**src/rtl/dic_cmd_fsm.sv**
```systemverilog
// dic_cmd_fsm: command decoder for the alarm-clock control path (run, time/alarm digit loads, alarm enables).
// Latency: ld_* strobes are combinational from det_num; state, idx, alm_sel and alarm_ena update on the next clk edge.
// No backpressure: every detector strobe is consumed the cycle it arrives. Optional macro DIC_LOAD_TIMEOUT_EN adds a load timeout.
module dic_cmd_fsm #(
    parameter int NDIG   = 4,
    parameter int NALM   = 2,
    parameter int TO_SEC = 10,
    parameter int CW     = (NALM > 1) ? $clog2(NALM) : 1
) (
    input  logic            clk,
    input  logic            rst,
    input  logic            det_cr,
    input  logic            det_S,
    input  logic            det_L,
    input  logic            det_A,
    input  logic            det_at,
    input  logic            det_num,
    input  logic [3:0]      det_digit,
    input  logic            sec_tick,
    output logic            run,
    output logic [NDIG-1:0] ld_time,
    output logic [NDIG-1:0] ld_alm,
    output logic [CW-1:0]   alm_sel,
    output logic [NDIG-1:0] dsp,
    output logic [NDIG-1:0] str,
    output logic [NALM-1:0] alarm_ena
);
    localparam int            IW     = $clog2(NDIG);
    localparam logic [IW-1:0] LAST   = IW'(NDIG - 1);
    localparam logic [4:0]    NALM_W = 5'(NALM);
    localparam logic [7:0]    TO_LIM = 8'(TO_SEC);

    typedef enum logic [2:0] {
        STOP, RUN, LDT, LDT_DONE, ASEL, LDA, LDA_DONE, ATOG
    } state_t;

    state_t          state, state_nxt;
    logic [IW-1:0]   idx, idx_nxt;
    logic [NDIG-1:0] pos_oh, pos_msk, ld_time_c, ld_alm_c;
    logic [NALM-1:0] ena_tog;
    logic            sel_ld, dig_ok, chan_ok, dig_acc, timeout;

    // Even positions are tens digits (0..5); odd positions take any decimal digit.
    assign dig_ok  = det_num && (idx[0] || (det_digit <= 4'd5));
    assign chan_ok = det_num && ({1'b0, det_digit} < NALM_W);

    // Decode the digit pointer: one-hot for the strobe, thermometer for the display mask (p=0 is the MSB).
    always_comb begin
        pos_oh  = '0;
        pos_msk = '0;
        for (int p = 0; p < NDIG; p++) begin
            if (IW'(p) == idx) pos_oh[NDIG-1-p] = 1'b1;
            if (IW'(p) <= idx) pos_msk[NDIG-1-p] = 1'b1;
        end
    end

    // Next-state, digit pointer, Mealy load strobes and register update requests.
    always_comb begin
        state_nxt = state;
        idx_nxt   = idx;
        ld_time_c = '0;
        ld_alm_c  = '0;
        sel_ld    = 1'b0;
        ena_tog   = '0;
        dig_acc   = 1'b0;
        if (timeout) begin
            state_nxt = STOP;
        end else begin
            case (state)
                STOP, RUN: begin
                    if (det_cr) state_nxt = STOP;
                    else if (det_S) state_nxt = RUN;
                    else if (det_L) begin
                        state_nxt = LDT;
                        idx_nxt   = '0;
                    end
                    else if (det_A) state_nxt = ASEL;
                    else if (det_at) state_nxt = ATOG;
                end
                LDT: begin
                    if (dig_ok) begin
                        ld_time_c = pos_oh;
                        dig_acc   = 1'b1;
                        if (idx == LAST) begin
                            state_nxt = LDT_DONE;
                            idx_nxt   = '0;
                        end else begin
                            idx_nxt = IW'(idx + 1);
                        end
                    end else if (det_cr) begin
                        state_nxt = STOP;
                    end
                end
                LDA: begin
                    if (dig_ok) begin
                        ld_alm_c = pos_oh;
                        dig_acc  = 1'b1;
                        if (idx == LAST) begin
                            state_nxt = LDA_DONE;
                            idx_nxt   = '0;
                        end else begin
                            idx_nxt = IW'(idx + 1);
                        end
                    end else if (det_cr) begin
                        state_nxt = STOP;
                    end
                end
                LDT_DONE: begin
                    if (det_S) state_nxt = RUN;
                    else if (det_cr) state_nxt = STOP;
                end
                LDA_DONE: begin
                    if (det_S) state_nxt = RUN;
                    else if (det_cr) state_nxt = STOP;
                    else if (det_A) state_nxt = ASEL;
                end
                ASEL: begin
                    if (chan_ok) begin
                        sel_ld    = 1'b1;
                        state_nxt = LDA;
                        idx_nxt   = '0;
                    end else if (det_cr) begin
                        state_nxt = STOP;
                    end
                end
                ATOG: begin
                    if (chan_ok) begin
                        for (int i = 0; i < NALM; i++) begin
                            if ({1'b0, det_digit} == 5'(i)) ena_tog[i] = 1'b1;
                        end
                        state_nxt = STOP;
                    end else if (det_cr) begin
                        state_nxt = STOP;
                    end
                end
                default: state_nxt = STOP;
            endcase
        end
    end

    // State, pointer, selected channel and alarm enables; reset wins over any same-cycle toggle.
    always_ff @(posedge clk) begin
        if (rst) begin
            state     <= STOP;
            idx       <= '0;
            alm_sel   <= '0;
            alarm_ena <= '0;
        end else begin
            state     <= state_nxt;
            idx       <= idx_nxt;
            alarm_ena <= alarm_ena ^ ena_tog;
            if (sel_ld) alm_sel <= det_digit[CW-1:0];
        end
    end

`ifdef DIC_LOAD_TIMEOUT_EN
    logic [7:0] to_cnt;
    logic       timed;

    assign timed   = (state == LDT) || (state == LDA) || (state == ASEL) || (state == ATOG);
    assign timeout = timed && (to_cnt >= TO_LIM);

    // Seconds spent waiting in a load/select state; restarts on progress or any state change.
    always_ff @(posedge clk) begin
        if (rst) begin
            to_cnt <= '0;
        end else if ((state_nxt != state) || dig_acc) begin
            to_cnt <= '0;
        end else if (timed && sec_tick && (to_cnt != 8'hFF)) begin
            to_cnt <= to_cnt + 8'd1;
        end
    end
`else
    logic unused_to;
    assign timeout   = 1'b0;
    assign unused_to = sec_tick | (TO_LIM == 8'd0);
`endif

    // Strobes are suppressed while reset is held so an abandoned load writes nothing.
    assign ld_time = rst ? '0 : ld_time_c;
    assign ld_alm  = rst ? '0 : ld_alm_c;
    assign run     = (state == RUN);
    assign dsp     = (state == LDT) ? pos_msk : '1;
    assign str     = (state == LDA) ? pos_msk : ((state == LDA_DONE) ? '1 : '0);
endmodule

```
**config.mk**
```make
export PLATFORM = sky130hd
export DESIGN_NAME = dic_cmd_fsm
export DESIGN_NICKNAME = d
export VERILOG_FILES = /design/src/rtl/dic_cmd_fsm.sv
export SDC_FILE = /design/constraint.sdc
export NUM_CORES = 1
export LEC_CHECK = 0
export CAP_MARGIN = 25
export CORE_UTILIZATION = 31
export DETAILED_ROUTE_END_ITERATION = 8
export GPL_ROUTABILITY_DRIVEN = 0
export HOLD_SLACK_MARGIN = 0.06
export SLEW_MARGIN = 5
export SYNTH_ARGS = -nofsm -noshare
export SYNTH_HDL_FRONTEND = slang
export SYNTH_SLANG_ARGS = --single-unit
```
**constraint.sdc**
```tcl
create_clock -name clk -period 1.8 [get_ports clk]
set_clock_uncertainty 0.2 [all_clocks]
set_input_delay 0.18 -clock clk [delete_from_list [all_inputs] [get_ports clk]]
set_output_delay 0.18 -clock clk [all_outputs]
set_load 0.05 [all_outputs]
```
Yosys cells after proc, flatten, opt, wreduce, memory -nomap -nowiden
Cells that the tools add are included.

Add/sub/neg operators: 1. Order comparisons: 6. Equal/unequal tests: 21. Muxes and demuxes: 46. Bitwise logic cells: 1. Reduce and logical (&&, ||, !) cells: 11.

Operator list (number): two-way mux 3 bit (16); two-way mux 4 bit (8); case mux 3 bit (7 select lines) (1); two-way mux 2 bit (8); == test 3 bit (second input constant) (4); two-way mux 1 bit (12); != test 2 bit (second input constant) (4); == test 3 x 2 -> 1 bit (second input constant) (2); != test 3 bit (second input constant) (2); != test 6 bit (second input constant) (1); case mux 2 bit (3 select lines) (1); AND reduction 6 bit (1); == test 2 bit (first input constant) (2); == test 4 x 1 -> 1 bit (second input constant) (1); less-or-equal comparator 1 x 2 -> 1 bit (first input constant) (2); less-or-equal comparator 2 bit (first input constant) (2); less-or-equal comparator 4 x 3 -> 1 bit (second input constant) (1); zero test 4 bit (1); < comparator 4 x 2 -> 1 bit (second input constant) (1); != test 4 bit (second input constant) (1); AND reduction 4 bit (1); OR reduction 2 bit (2); == test 3 x 1 -> 1 bit (second input constant) (1); zero test 3 bit (1); other kinds (9) (10).

Bits in registers: 8. Input port bits: 13. Output and inout bits: 20. Word-level logic and storage cells: 90.

Logic depth before layout (Yosys ltp)
Gate-level depths: netlist of the first run.

Depth after elaboration: 6. Mapped depth: 6. Depth with buffers taken out: 5.

Least setup slack after synthesis of the first run
No wires, ideal clock.

Path kind: flip-flop to output port. Start: reg state[0]. End: out str[1]. Arrival: 2.049 ns. Data required time: 1.420 ns. Slack: -0.629 ns. Stages on the path, launching flop included: 5. Buffers on the path: 1. Path through: dfxtp_1 -> buf_2 -> nor2b_1 -> o21ai_0 -> a21boi_0.

Longest elaborated chain between the ends: 3. Elaborated cells between the ends (all ways): 4.

RTL lines: start: declaration (RTL line 37) `state_t state, state_nxt;`; start signal: assignment (RTL line 149) `state <= state_nxt;`; == test 3 bit (RTL line 184) `assign str = (state == LDA) ? pos_msk : ((state == LDA_DONE) ? '1 : '0);`; two-way mux 4 bit (RTL line 184); two-way mux 4 bit * (RTL line 184); end: declaration (RTL line 25) `output logic [NDIG-1:0] str,`.

Mark *: on every way between the ends. The rest lies on a longest branch, timed or not.

Final worst setup path of the first run
Start: reg state[2]. End: out dsp[1].

Longest elaborated chain between the ends: 2.

RTL lines: == test 3 x 2 -> 1 bit (RTL line 183) `assign dsp = (state == LDT) ? pos_msk : '1;`; two-way mux 4 bit (RTL line 183); end: declaration (RTL line 24) `output logic [NDIG-1:0] dsp,`.

No other way between the ends.

==> flow_summary.toml, run 1 <==
[timing]
timing_hold_violations_final = 0
slew_headroom = 0.636
drv_slew = 0
worst_pin_slew_ns = 0.545
fin_ws_ns = -0.0809
holdWs_ns = 0.291
rsz0062_at_grt = "yes"
setup_viol = 11
finalCriticalPeriod_ns = 1.88
finalCritPeriodShare = 1.04
max_freq_mhz = 532

[synth]
synth.net_count = 134
ys_seq_area_frac = 0.193
ys.flop_type = "dfxtp_1"
synth_edf_count = 0
synth-async-reset-ratio = 0
ys_warn_count = 0
synth_top_area_share = 0.193
synth_cell_types = 42
syn-instance-count = 117
syn_area_um2 = 830
synthMostInstantiatedCell = "o21ai_0"
synth-seq-cells = 8
syn_area_per_cell_um2 = 7.09
yosysTopAreaCell = "dfxtp_1"
synth_common_cells = "o21ai_0, a21oi_1, nand2_1"
synth_area_leaders = "dfxtp_1, and2_1, ha_1, o21ai_0, a21oi_1"

[clock_network]
insertion_delay_ns = 0.25
cts_tree = "done"
clk_pin_slew_worst_paths_ns = 0.05
cts_hold_buf = 0
cts_buffer_depth = 2
root_buffer = "clkbuf_4"
cts_buffers = 3
htreeDepth = 1
clock-sinks = 8

[floorplan]
die_area_um2 = 2890
initial_core_util = 0.332
die_y_um = 53.7
core-area_um2 = 2500
core.rowCount = 18
dieWidth_um = 53.7
ios = 33

[critical_path]
cp_max_fo = 3
critical-path-slowest-cell = "or3b_4"
reg2reg_from = "state[2]"
crit_required_ns = 1.42
crit_chain = "or3b_4 > or3_1 > buf_6"
cp.arrival_ns = 1.50
r2r_slack_ns = -0.06
slowest_delay_ns = 0.43
reg2reg_to = "state[0]"
ff2ff_path_depth = 5
crit_path_start_kind = "flop"
crit_path_end_kind = "output port"
setup.worst_path.class = "reg2out"

[route]
dr.pass1.iters = 4
drc = 0
wl_per_cell_um = 14.2
wirelength_um = 2830
ant_nets = 0
drtIter0Drc = 19
via_per_inst = 5.23
vias = 1046

[worst_hold_path]
min_from = "alarm_ena[1]"
hp-class = "reg2reg"
holdPathStages = 2
hold_path_end = "alarm_ena[1]"

[power]
p_leak_nw = 0.656
power_per_cell_area_nw_per_um2 = 366
vdd_ir_drop_max_mv = 0.372

[finish]
syn_to_final_growth_pct = 97.0
layoutNonFillerInstCount = 200
post-route-util = 0.654
nNetsFinal = 189
nFillCells = 212
layout-drive-gt1-share = 0.529
antenna_cells = 0

[global_route]
grt_start_max_net_pins = 21
antenna_found_initial = 0
grt_pass1_wl_um = 4370
grt_usage = 0.208
grt_pass1_vias = 1005
grt_overflow = 0

[job]
max_cap_violations = 0

[place]
dp_hpwl_um = 2040
dp_cells = 191
numPortBuffers = 30

[status]
violations = "negative setup slack"
status = "finished, violations left"
==> cells by family after synthesis <==
group	share of synthesized area
buffers and inverters	0.0694
adder cells (fa/ha/maj)	0.0603
flip-flops	0.193
AO/OA/AOI/OAI	0.288
AND/OR/NAND/NOR	0.373
multiplexers	0.0121
other	0.00452
==> per-stage QoR <==
step	setup slack, ns	TNS [ns]	cell area, um2	power [mW]
after floorplan	-0.268	-0.268	846	0.316
after global placement	-0.366	-2.87	1380	0.418
after detailed placement	-0.402	-3.57	1380	0.421
after CTS	-0.0828	-0.549	1560	0.584
after global routing	-0.131	-1.47	1630	0.628
final	-0.0809	-0.592	1630	0.599
==> critical path: cells and delay by family, from the launching register on <==
kind                   cells  cell delay, ns
AND/OR/NAND/NOR            2            0.77
flip-flops                 1            0.33
buffers and inverters      1            0.16
==> state kept, by name, summed over array words and instances (netlist names) <==
register and count:
alarm_ena 2, idx 2, alm_sel 1, state 3
==> worst max path at each step <==
stage                 start   endpoint  slack, ns  depth (start not counted)
2_1_floorplan      state[0]     str[1]      -0.27                          4
3_3_place_gp   det_digit[1]   state[0]      -0.37                          6
3_5_place_dp   det_digit[1]   state[0]      -0.40                          6
4_1_cts            state[2]     dsp[1]      -0.08                          3
5_1_grt            state[2]  ld_alm[1]      -0.13                          6
6_report           state[2]     dsp[1]      -0.08                          3
==> cells in the final DEF (no fill, tap or decap), drive strengths merged, types with 4 or more instances in the layout <==
master,Yosys,routed
buf,3,46
o21ai,11,11
nand2,9,9
a21oi,9,9
clkdlybuf4s50,0,8
and2,8,8
dfxtp,8,8
inv,7,7
nor3,7,7
nor2,5,5
nand2b,5,5
or3,4,4
nor2b,4,4
ha,4,4
==> final cells by class <==
type | count | area (um2) | share of cell area
multi-input combinational | 95 | 767 | 0.469
timing repair buffer | 57 | 609 | 0.373
sequential | 8 | 169 | 0.103
tap | 30 | 37.5 | 0.0230
inverter | 7 | 28.8 | 0.0176
clock buffer | 3 | 22.5 | 0.0138
==> routing by layer <==
layer  up-vias  part of all wire  wire [um]  GRT usage
li1        521                 -          -          -
met1       493              0.43       1220      0.271
met2        30              0.52       1470      0.352
met3         2             0.043        122     0.0113
met4         0            0.0049         14     0.0833
met5         -                 0          0          0
==> report_power, final <==
group	internal (mW)	switching, mW	total [mW]
clock network	0.0761	0.0580	0.134
registers	0.183	0.00513	0.188
logic	0.129	0.148	0.277
total	0.388	0.211	0.599
==> timing repair <==
item,4_1_cts,5_1_grt
buffers inserted,5,1
pin swaps,7,6
gates resized for setup,41,18
setup endpoints to repair,17,18
endpoints found under the hold margin,0,0
Note: power is estimated with default switching activity, not from simulation.
==> run 2, diff against run 1 <==
--- a/config.mk
+++ b/config.mk
@@ -5,11 +5,12 @@
 export SDC_FILE = /design/constraint.sdc
 export NUM_CORES = 1
 export LEC_CHECK = 0
-export CAP_MARGIN = 25
 export CORE_UTILIZATION = 31
+export CTS_BUF_LIST = sky130_fd_sc_hd__clkbuf_4
 export DETAILED_ROUTE_END_ITERATION = 8
 export GPL_ROUTABILITY_DRIVEN = 0
 export HOLD_SLACK_MARGIN = 0.06
+export REMOVE_ABC_BUFFERS = 1
 export SLEW_MARGIN = 5
 export SYNTH_ARGS = -nofsm -noshare
 export SYNTH_HDL_FRONTEND = slang
==> run 2 against run 1 <==
Non-clock buffer count is 1 lower. The flow still finishes with violations (negative setup slack). Largest power group unchanged. Sequential share of layout area is 0.11 points lower. Via count is 1.6% higher. Worst setup slack worse by 0.028 ns. Combinational power is 4% higher. Total power is 4.9% higher. Critical endpoint is now ld_time[3]. Critical path type unchanged. Clock power is 14% higher. Sequential cell count stayed put.
==> flow_summary.toml, run 2 (synthesis results as in run 1) <==
[timing]
max_freq_mhz = 524
rsz0062_at_grt = "yes"
drv_slew = 0
fin_ws_ns = -0.109
setup_viol = 11
timing_hold_violations_final = 0
finalCriticalPeriod_ns = 1.91
tns_ns = -0.758
finalCritPeriodShare = 1.06

[floorplan]
die_y_um = 53.7
dieWidth_um = 53.7
core-area_um2 = 2500
ios = 33
die_area_um2 = 2890
initial_core_util = 0.332
core.rowCount = 18

[finish]
syn_to_final_growth_pct = 102
largest_register_ffs = 3
largest_register = "state"
layout_common_cells = "buf_4, nand2_1, and2_4, o21ai_0, buf_12"
reg_top3 = "state (3), alarm_ena (2), idx (2)"
antenna_cells = 0
nNetsFinal = 188
mostFrequentLayoutCell = "buf_4"
post-route-util = 0.671
layout-drive-gt1-share = 0.515

[clock_network]
insertion_delay_ns = 0.27
cts_buffer_depth = 2
cts_tree = "done"
htreeDepth = 1
clock-sinks = 8
root_buffer = "clkbuf_4"
clk_pin_slew_worst_paths_ns = 0.06
cts_buffers = 3

[job]
max_cap_violations = 0

[global_route]
antenna_found_initial = 0
grt_pass1_wl_um = 4010
grt_overflow = 0
grt_start_max_net_pins = 13
grt_pass1_vias = 912
grt_usage = 0.192

[route]
via_per_inst = 5.34
wirelength_um = 2780
dr.pass1.iters = 4
drtIter0Drc = 27
wl_per_cell_um = 13.9
drc = 0
vias = 1063
ant_nets = 0

[critical_path]
slowest_delay_ns = 0.42
crit_chain = "or3b_4 > nor3_4 > and2_4 > buf_8"
crit_required_ns = 1.42
setup.worst_path.class = "reg2out"
critical-path-slowest-cell = "or3b_4"
ff2ff_path_depth = 5
cp_max_fo = 4
r2r_slack_ns = -0.01
crit_path_end_kind = "output port"
crit_path_start_kind = "flop"
cp.arrival_ns = 1.53

[worst_hold_path]
holdPathStages = 2
hp-class = "reg2reg"

[power]
p_leak_nw = 0.685
vdd_ir_drop_max_mv = 0.319
power_per_cell_area_nw_per_um2 = 374
power_uw = 628

[place]
numPortBuffers = 30
pre_cts_slack_ns = -0.318
dp_hpwl_um = 1920

[status]
violations = "negative setup slack"
status = "finished, violations left"
## run 2: changes by cell type in the layout (fill, tap and decap cells not counted), sizes merged
| cell | previous run | this run |
|---|---|---|
| dlymetal6s2s | 0 | 4 |
| dlygate4sd2 | 3 | 0 |
| buf | 46 | 44 |
| clkbuf | 3 | 4 |
| clkdlybuf4s50 | 8 | 7 |
## run 2: worst paths after layout
kind	startpoint	end
max	state[2]	ld_time[3]
min	alarm_ena[1]	alarm_ena[1]
max reg2reg	state[2]	state[1]
min reg2reg	alarm_ena[1]	alarm_ena[1]
## run 2: worst max-delay path: cells and delay by family, from the launching register on
| kind | cells | cell delay, ns |
|---|---|---|
| buffers and inverters | 1 | 0.14 |
| AND/OR/NAND/NOR | 3 | 0.78 |
| flip-flops | 1 | 0.33 |
## run 2: area by class of cell
class / count / area [um2]
inverters: 7 / 28.8
fillers: 193 / 823
clock buffers: 3 / 22.5
flip-flops and latches: 8 / 171
repair buffers: 56 / 628
well taps: 30 / 37.5
multi-input cells: 95 / 788
## run 2: routing by layer
layer	routed length (um)	global-route usage	vias to the layer above
met5	0	0	-
li1	-	-	528
met2	1440	0.335	32
met3	130	0.0282	7
met4	44	0.0658	0
met1	1160	0.236	496
## run 2: power breakdown
part | internal, mW | leakage [nW] | total [mW] | switching [mW]
Clock | 0.0773 | 0.0138 | 0.153 | 0.0760
Combinational | 0.137 | 0.604 | 0.287 | 0.151
Sequential | 0.181 | 0.0677 | 0.187 | 0.00620
## run 2: what timing repair did
| action | in CTS | in global routing |
|---|---|---|
| pin swaps | 5 | 8 |
| gates resized for setup | 33 | 40 |
| hold buffers | 0 | 0 |
| endpoints found under the setup margin | 16 | 21 |
| buffers inserted | 2 | 3 |
## run 2: through the flow
stage,hold slack [ns],cell area (um2),cells
finish,0.296,1680,199
global route,0.323,1680,199
global placement,0.274,1360,191
CTS,0.294,1500,196
floorplan,0.0446,798,110
detailed placement,0.282,1360,191
==> run 3, diff against run 2 <==
--- a/config.mk
+++ b/config.mk
@@ -5,11 +5,12 @@
 export SDC_FILE = /design/constraint.sdc
 export NUM_CORES = 1
 export LEC_CHECK = 0
-export CORE_UTILIZATION = 31
+export CORE_UTILIZATION = 40
 export CTS_BUF_LIST = sky130_fd_sc_hd__clkbuf_4
 export DETAILED_ROUTE_END_ITERATION = 8
 export GPL_ROUTABILITY_DRIVEN = 0
 export HOLD_SLACK_MARGIN = 0.06
+export PLACE_DENSITY = 0.78
 export REMOVE_ABC_BUFFERS = 1
 export SLEW_MARGIN = 5
 export SYNTH_ARGS = -nofsm -noshare
==> run 3 against run 2 <==
Highest routed layer unchanged. Combinational power rose by 6%. Sequential share of layout area rose by 0.22 points. First-iteration DRC count rose to 3.1 times the previous value. Core utilization rose by 16 points. Wire length rose by 48%. Clock-buffer cell count did not move. The flow still finishes with violations (negative setup slack). Die area fell by 22%.
==> flow_summary.toml, run 3 (synthesis results as in run 1) <==
[route]
wirelength_um = 4100
ant_nets = 0
dr.pass1.iters = 4
drtIter0Drc = 83
drc = 0
wl_per_cell_um = 20.9
vias = 1212
via_per_inst = 6.18

[finish]
largest_register_ffs = 3
multiInputGateArea_um2 = 744
reg_top3 = "state (3), alarm_ena (2), idx (2)"
largest_register = "state"
post-route-util = 0.830
final_cell_area_um2 = 1630
nNetsFinal = 188
seqCellArea_um2 = 170
mostFrequentLayoutCell = "buf_4"
syn_to_final_growth_pct = 96.4
antenna_cells = 0
nFillCells = 100
layout-drive-gt1-share = 0.491
layout_common_cells = "buf_4, buf_12, and2_4, nand2_1"

[power]
power.internal_uw = 392
p_seq_frac = 0.295
vdd_ir_drop_max_mv = 0.315
clockPowerShare = 0.219
power_per_cell_area_nw_per_um2 = 386
switching_power_uw = 237
p_leak_nw = 0.687
power_uw = 629
switching_share = 0.377
p_comb_frac = 0.485

[floorplan]
die_y_um = 47.5
dieWidth_um = 47.5
core-area_um2 = 1960
core.rowCount = 16
initial_core_util = 0.423
die_area_um2 = 2260
ios = 33

[status]
violations = "negative setup slack"
status = "finished, violations left"

[timing]
worst_pin_slew_ns = 0.647
max_freq_mhz = 486
fin_ws_ns = -0.259
slew_headroom = 0.557
drv_slew = 0
timing_hold_violations_final = 0
rsz0062_at_grt = "yes"
finalCriticalPeriod_ns = 2.06
setup_viol = 16
finalCritPeriodShare = 1.14

[critical_path]
crit_required_ns = 1.75
cp_max_fo = 5
crit_path_end_kind = "flop"
crit_path_start_kind = "input pin"
cp.arrival_ns = 2.01
setup.worst_path.class = "in2reg"

[clock_network]
cts_hold_buf = 0
root_buffer = "clkbuf_4"
cts_buffer_depth = 2
insertion_delay_ns = 0.25
clock-sinks = 8
cts_tree = "done"
cts_buffers = 3
htreeDepth = 1
clk_pin_slew_worst_paths_ns = 0.05

[global_route]
grt_start_max_net_pins = 21
antenna_found_initial = 0
grt_overflow = 0
grt_pass1_vias = 955
grt_usage = 0.253
grt_pass1_wl_um = 4050

[job]
max_cap_violations = 0

[worst_hold_path]
hp-class = "reg2reg"

[place]
dpl_cell_area_um2 = 1350
dp_hpwl_um = 1990
numPortBuffers = 30
run 3: cell types whose count changed in the layout (fill, tap and decap cells not counted), sizes merged:
cell	delta
clkbuf	-1
buf	+1
run 3: final cells by class:
cell class	count	share of cell area
multi-input combinational	95	0.457
timing repair buffer	56	0.388
sequential	8	0.104
tap	27	0.0207
inverter	7	0.0161
clock buffer	3	0.0138
run 3: through the flow:
step | setup slack (ns) | TNS [ns] | hold WS [ns] | std cells
after detailed placement | -0.366 | -3.20 | 0.292 | 187
final | -0.259 | -2.21 | 0.297 | 196
after floorplan | -0.621 | -2.57 | 0.0446 | 110
after CTS | -0.128 | -1.48 | 0.300 | 194
after global routing | -0.254 | -2.90 | 0.328 | 196
after global placement | -0.268 | -2.58 | 0.273 | 187
run 3: repair_timing:
item                                    4_1_cts  5_1_grt
pin swaps                                     4        9
cloned                                        0        1
endpoints found under the setup margin       16       23
setup buffers                                 4        1
resized for setup                            26       40
run 3: layer usage:
| metal | GRT usage | wire [um] | up-vias |
|---|---|---|---|
| li1 | - | - | 527 |
| met1 | 0.285 | 1590 | 560 |
| met2 | 0.496 | 1960 | 96 |
| met3 | 0.0226 | 346 | 29 |
| met4 | 0.0778 | 207 | 0 |
| met5 | 0 | 0 | - |
run 3: critical path: stages:
cell	delay (ns)
clkdlybuf4s50_1	0.59
o21bai_1	0.17
a21oi_1	0.11
a2111oi_0	0.59
nor3_2	0.11
a221oi_2	0.26
run 3: path summary, 6_finish.rpt:
kind,from,slack (ns),depth (start not counted),endpoint
setup / recovery,det_S,-0.26,6,state[0]
hold / removal,alarm_ena[1],0.30,2,alarm_ena[1]
setup reg to reg,state[0],-0.16,7,state[0]
hold reg to reg,alarm_ena[1],0.30,2,alarm_ena[1]
run 3: power by group through the flow:
| stage | clock (mW) | sequential (mW) | combinational, mW |
|---|---|---|---|
| final | 0.138 | 0.186 | 0.305 |
| after floorplan | 0 | 0.199 | 0.103 |
| after global routing | 0.140 | 0.186 | 0.320 |
| after detailed placement | 0 | 0.191 | 0.219 |
| after global placement | 0 | 0.191 | 0.214 |
| after CTS | 0.138 | 0.186 | 0.239 |
